==> config.mk <==
export PLATFORM = sky130hd
export DESIGN_NAME = async_fifo_wr_ctrl
export DESIGN_NICKNAME = d
export VERILOG_FILES = /design/src/rtl/fifo_pkg.sv /design/src/rtl/fifo_ptr_sync.sv /design/src/rtl/async_fifo_wr_ctrl.sv
export SDC_FILE = /design/constraint.sdc
export NUM_CORES = 1
export LEC_CHECK = 0
export ABC_AREA = 0
export CAP_MARGIN = 20
export CORE_UTILIZATION = 50
export DETAILED_ROUTE_END_ITERATION = 10
export GPL_TIMING_DRIVEN = 0
export PLACE_DENSITY = 0.83
export SKIP_CTS_REPAIR_TIMING = 1
export SLEW_MARGIN = 30
export SYNTH_ARGS = -nofsm -noshare
export SYNTH_HDL_FRONTEND = slang
export SYNTH_SLANG_ARGS = --single-unit
==> constraint.sdc <==
create_clock -name W_CLK -period 4.48 [get_ports W_CLK]
set_input_delay 0.896 -clock W_CLK [delete_from_list [all_inputs] [get_ports W_CLK]]
set_output_delay 0.896 -clock W_CLK [all_outputs]
set_load 0.005 [all_outputs]
==> src/rtl/fifo_pkg.sv <==
// Shared helpers for both controllers of the dual-clock FIFO.
//  - MAX_W      : widest pointer the conversion helpers handle
//  - fifo_depth : number of RAM entries for a given address width
//  - bin2gray / gray2bin : width-generic conversions. Callers zero-extend
//    their pointer to MAX_W and size-cast the result back. Zero upper bits
//    pass through both conversions unchanged, so the low bits are exact.
package fifo_pkg;

  localparam int MAX_W = 32;

  function automatic int fifo_depth(input int addr_width);
    return 1 << addr_width;
  endfunction

  function automatic logic [MAX_W-1:0] bin2gray(input logic [MAX_W-1:0] bin);
    return bin ^ (bin >> 1);
  endfunction

  function automatic logic [MAX_W-1:0] gray2bin(input logic [MAX_W-1:0] gray);
    logic [MAX_W-1:0] bin;
    bin[MAX_W-1] = gray[MAX_W-1];
    for (int i = MAX_W - 2; i >= 0; i--) begin
      bin[i] = bin[i+1] ^ gray[i];
    end
    return bin;
  endfunction

endpackage

==> src/rtl/fifo_ptr_sync.sv <==
// Multi-flop synchroniser for a Gray-coded pointer crossing clock domains.
//  clk, rst : destination clock and its async active-high reset
//  d        : Gray pointer from the source domain
//  q        : synchronised pointer (last stage)
// Only one bit of d changes per source increment, so a capture that lands
// mid-transition resolves to either the old or the new pointer.
module fifo_ptr_sync #(
  parameter int WIDTH  = 4,
  parameter int STAGES = 2
) (
  input  logic             clk,
  input  logic             rst,
  input  logic [WIDTH-1:0] d,
  output logic [WIDTH-1:0] q
);

  logic [WIDTH-1:0] stage_q [STAGES];

  always_ff @(posedge clk or posedge rst) begin
    if (rst) begin
      for (int i = 0; i < STAGES; i++) begin
        stage_q[i] <= '0;
      end
    end else begin
      stage_q[0] <= d;
      for (int i = 1; i < STAGES; i++) begin
        stage_q[i] <= stage_q[i-1];
      end
    end
  end

  assign q = stage_q[STAGES-1];

endmodule

==> src/rtl/async_fifo_wr_ctrl.sv <==
// Write-domain controller of the dual-clock FIFO.
//  W_CLK, W_RST    : write clock, async active-high reset
//  wr_inc          : write request this cycle
//  gray_rd_ptr     : read pointer (Gray) from the read domain
//  wr_en, wr_addr  : strobe/address for the shared dual-port RAM
//  gray_wr_ptr     : registered Gray write pointer to the read domain
//  wr_full, wr_almost_full, wr_level : registered status
//  wr_overflow     : sticky, set by a request while full, cleared by reset
// Handshake: wr_inc is a request, ~wr_full is the ready. A write is
// accepted on a W_CLK edge exactly when wr_en (= wr_inc & ~wr_full) is high;
// a request while full is dropped, not held.
// ADDR_WIDTH must be at least 2 for the full comparison below.
module async_fifo_wr_ctrl
  import fifo_pkg::*;
#(
  parameter int ADDR_WIDTH  = 3,
  parameter int SYNC_STAGES = 2,
  parameter int AF_MARGIN   = 2
) (
  input  logic                  W_CLK,
  input  logic                  W_RST,
  input  logic                  wr_inc,
  input  logic [ADDR_WIDTH:0]   gray_rd_ptr,
  output logic                  wr_en,
  output logic [ADDR_WIDTH-1:0] wr_addr,
  output logic [ADDR_WIDTH:0]   gray_wr_ptr,
  output logic                  wr_full,
  output logic                  wr_almost_full,
  output logic [ADDR_WIDTH:0]   wr_level,
  output logic                  wr_overflow
);

  localparam int PW    = ADDR_WIDTH + 1;
  localparam int DEPTH = fifo_depth(ADDR_WIDTH);
  localparam logic [PW-1:0] AF_THRESH = PW'(DEPTH - AF_MARGIN);

  logic [PW-1:0] wr_ptr;
  logic [PW-1:0] wr_ptr_nxt;
  logic [PW-1:0] gray_nxt;
  logic [PW-1:0] rd_sync;
  logic [PW-1:0] rd_bin;
  logic [PW-1:0] full_pattern;
  logic [PW-1:0] level_nxt;

  fifo_ptr_sync #(
    .WIDTH  (PW),
    .STAGES (SYNC_STAGES)
  ) u_rd_sync (
    .clk (W_CLK),
    .rst (W_RST),
    .d   (gray_rd_ptr),
    .q   (rd_sync)
  );

  // Acceptance uses the registered full flag, so a read pointer arriving in
  // the same cycle as a request while full does not rescue that request.
  // W_RST also gates the strobe so nothing reaches the RAM during reset.
  always_comb begin
    wr_en        = wr_inc & ~wr_full & ~W_RST;
    wr_ptr_nxt   = wr_ptr + {{(PW-1){1'b0}}, wr_en};
    gray_nxt     = PW'(bin2gray(MAX_W'(wr_ptr_nxt)));
    rd_bin       = PW'(gray2bin(MAX_W'(rd_sync)));
    // Full in Gray space: writer is one lap ahead, which shows up as the two
    // top bits inverted and the rest equal.
    full_pattern = {~rd_sync[PW-1:PW-2], rd_sync[PW-3:0]};
    // Modular subtraction keeps the level correct across pointer wrap.
    level_nxt    = wr_ptr_nxt - rd_bin;
  end

  assign wr_addr = wr_ptr[ADDR_WIDTH-1:0];

  always_ff @(posedge W_CLK or posedge W_RST) begin
    if (W_RST) begin
      wr_ptr         <= '0;
      gray_wr_ptr    <= '0;
      wr_full        <= 1'b0;
      wr_almost_full <= 1'b0;
      wr_level       <= '0;
      wr_overflow    <= 1'b0;
    end else begin
      wr_ptr         <= wr_ptr_nxt;
      gray_wr_ptr    <= gray_nxt;
      wr_full        <= (gray_nxt == full_pattern);
      wr_almost_full <= (level_nxt >= AF_THRESH);
      wr_level       <= level_nxt;
      wr_overflow    <= wr_overflow | (wr_inc & wr_full);
    end
  end

endmodule

==> results.md <==
* Max-Cap Viols at 0
* Largest net degree at the start of global routing at 23
* Req. time, crit path at 3580 ps
* Cell variety after synth at 19
* Core Box Area at 1580 um2
* Total negative setup slack at 0 ps
* Max-slew violations at 0
* Final period util at 0.685
* Sequential cell area at 551 um2
* Simple-gate share of the synthesized area at 0.0592
* Fraction of the mapped netlist area in compound gates at 0.0423
* Leakage power at 0.518 nW
* Crit Path Class: input pin to output port
* Overflow after GRT at 0
* First-pass GRT wire length at 2080 um
* Mux cell area share after synthesis at 0
* Worst VDD drop at 0.384 mV
* Post-synthesis xor/xnor area fraction at 0.156
* # port buffers at 21
* Seq/Total Area, Yosys at 0.620
* Die Span X at 44.2 um
* HP Class: flop to flop
* Final setup fails at 0
* Routed vias/inst at 4.90
* DP HPWL at 932 um
* Footprint of the multi-input gates at 312 um2
* # rows at 14
* WL per Instance at 11.4 um
* Routed wire length at 1200 um
* Largest family of logic cells by synthesized area: XOR/XNOR gates
* Layout fillers at 108
* WP data arrival at 2170 ps
* Top Ports at 22
* Hold Vio Cnt, Final at 0
* CTS buffer count at 3
* Setup Skew at 9.44 ps
* R2r worst-path depth at 8
* Pre-antenna DRT Iters at 6
* Outcome: finished, final reports clean
* Clk slew on worst S/H paths at 120 ps
* Overall Global Routing Usage at 0.153
* Placed cell areas at 1120 um2
* CTS tree: done
* Antenna violations before repair at 0
* Placer Congestion at 0.725
* Worst Tran Pin Value at 790 ps
* Nets@finish at 103
* Final instance area at 1150 um2
* Min-Delay Path Depth at 0
* Adder-cell share of the synthesized area at 0.0930
* Power Density at 704 nW/um2
* Iteration-0 DRC Markers at 7
* Area growth, synth to finish at 30.0%
* Critical path capture point type: output port
* Critical Path Fanout Max at 2
* Die Y at 44.2 um
* Vias in the first global route at 493
* Fin crit period at 3070 ps
* Clock Tree Root: clkbuf_4
* Post-layout util at 0.733
* Synthesized instance count at 64
* Setup slack after layout at 1410 ps
* DP Worst Slack at 1280 ps
* Most common cell after layout, fill and taps aside: dfrtp_1
* Commonest non-fill, non-tap cells in the layout: dfrtp_1, clkdlybuf4s50_1, xnor2_1, inv_1, ha_1
* Max-slew headroom at 0.473
* DR vias at 514
* Initial Util at 0.563
* Warnings from Yosys at 0
* WHS at 353 ps
* Number of antenna-violating nets in the routed design at 0
* Share of cells above drive strength 1 at 0.0674
* Syn Std Cell Area at 888 um2
* H-tree depth at 1
* Max clock buf depth at 2
* Clk_lat worst skew at 300 ps
* Max Freq at 326 MHz
* DRC at 0
* Startpoint Class: input pin
* Clock Sinks at 22
* Total die area at 1950 um2
* RSZ-0062 raised after global routing: false
* Mapped Nets at 77
* Post-Synthesis Mean Instance Area at 13.9 um2
* Ant. Diodes at 0
* Yosys reg bits at 22
[cell families (layout without fill, tap and decap cells)]
| group | count (synthesis) | after routing |
|---|---|---|
| DFF | 22 | 22 |
| xor gates and xnor gates | 15 | 15 |
| and+or+nand+nor | 9 | 9 |
| buffers and inverters | 7 | 32 |
| adders and majority gates | 6 | 6 |
| AOI/OAI and AO/OA | 5 | 5 |
[area by class of cell]
| class | instances | share of cell area |
|---|---|---|
| clock buffer | 4 | 0.0314 |
| tap | 16 | 0.0173 |
| timing repair buffer | 21 | 0.182 |
| sequential | 22 | 0.477 |
| multi-input combinational | 35 | 0.270 |
| inverter | 7 | 0.0228 |
[metal layers]
metal | GRT usage | part of all wire | vias up
met4 | 0.0545 | 0.011 | 0
li1 | - | - | 254
met1 | 0.175 | 0.44 | 240
met3 | 0.0490 | 0.053 | 2
met2 | 0.268 | 0.49 | 18
met5 | 0 | 0 | -
[path summary, 6_finish.rpt]
check / startpoint / endpoint / slack [ps]
max: wr_inc / wr_en / 1410
min: u_rd_sync.stage_q[5] / u_rd_sync.q[1] / 350
max reg2reg: wr_full / wr_almost_full / 2220
min reg2reg: u_rd_sync.stage_q[5] / u_rd_sync.q[1] / 350
max in group asynchronous: W_RST / wr_almost_full / 2920
min in group asynchronous: W_RST / gray_wr_ptr[2] / 1070
[cells in the mapped netlist]
| cell type | count | share of area |
|---|---|---|
| ha_1 | 5 | 0.070 |
| nand3_1 | 3 | 0.017 |
| nor3b_1 | 1 | 0.0085 |
| a21oi_1 | 1 | 0.0056 |
| fa_1 | 1 | 0.023 |
| nand3b_1 | 1 | 0.0085 |
| a21o_1 | 1 | 0.0085 |
| xor2_1 | 4 | 0.039 |
| nand2b_1 | 1 | 0.0070 |
| xor2_2 | 1 | 0.018 |
| inv_1 | 7 | 0.030 |
| a211oi_2 | 1 | 0.014 |
| dfrtp_1 | 22 | 0.62 |
| nand2_1 | 1 | 0.0042 |
| a21boi_0 | 1 | 0.0085 |
| or3_1 | 1 | 0.0070 |
| o21ai_0 | 1 | 0.0056 |
| nor2b_1 | 1 | 0.0070 |
| xnor2_1 | 10 | 0.099 |
[where the power goes]
group	internal (W)	total, W	switching [W]
clock	0.0000495	0.000104	0.0000540
combinational	0.000230	0.000403	0.000173
sequential	0.000270	0.000306	0.0000358
total	0.000550	0.000813	0.000263
[through the flow]
step,total power [W],cells
4_1_cts,0.000824,105
3_5_place_dp,0.000721,101
6_report,0.000813,105
3_3_place_gp,0.000709,101
2_1_floorplan,0.000545,64
5_1_grt,0.000886,105
[state kept, by name, summed over array words and instances, names as in the netlist]
register           cells
gray_wr_ptr            4
u_rd_sync.q            4
u_rd_sync.stage_q      4
wr_almost_full         1
wr_full                1
wr_level               4
wr_overflow            1
wr_ptr                 3
[worst max-delay path, cell delays in order]
cell	delay, ps
clkdlybuf4s50_1	470
nor3b_1	250
clkdlybuf4s50_1	550
Note: power is estimated with default switching activity, not from simulation.
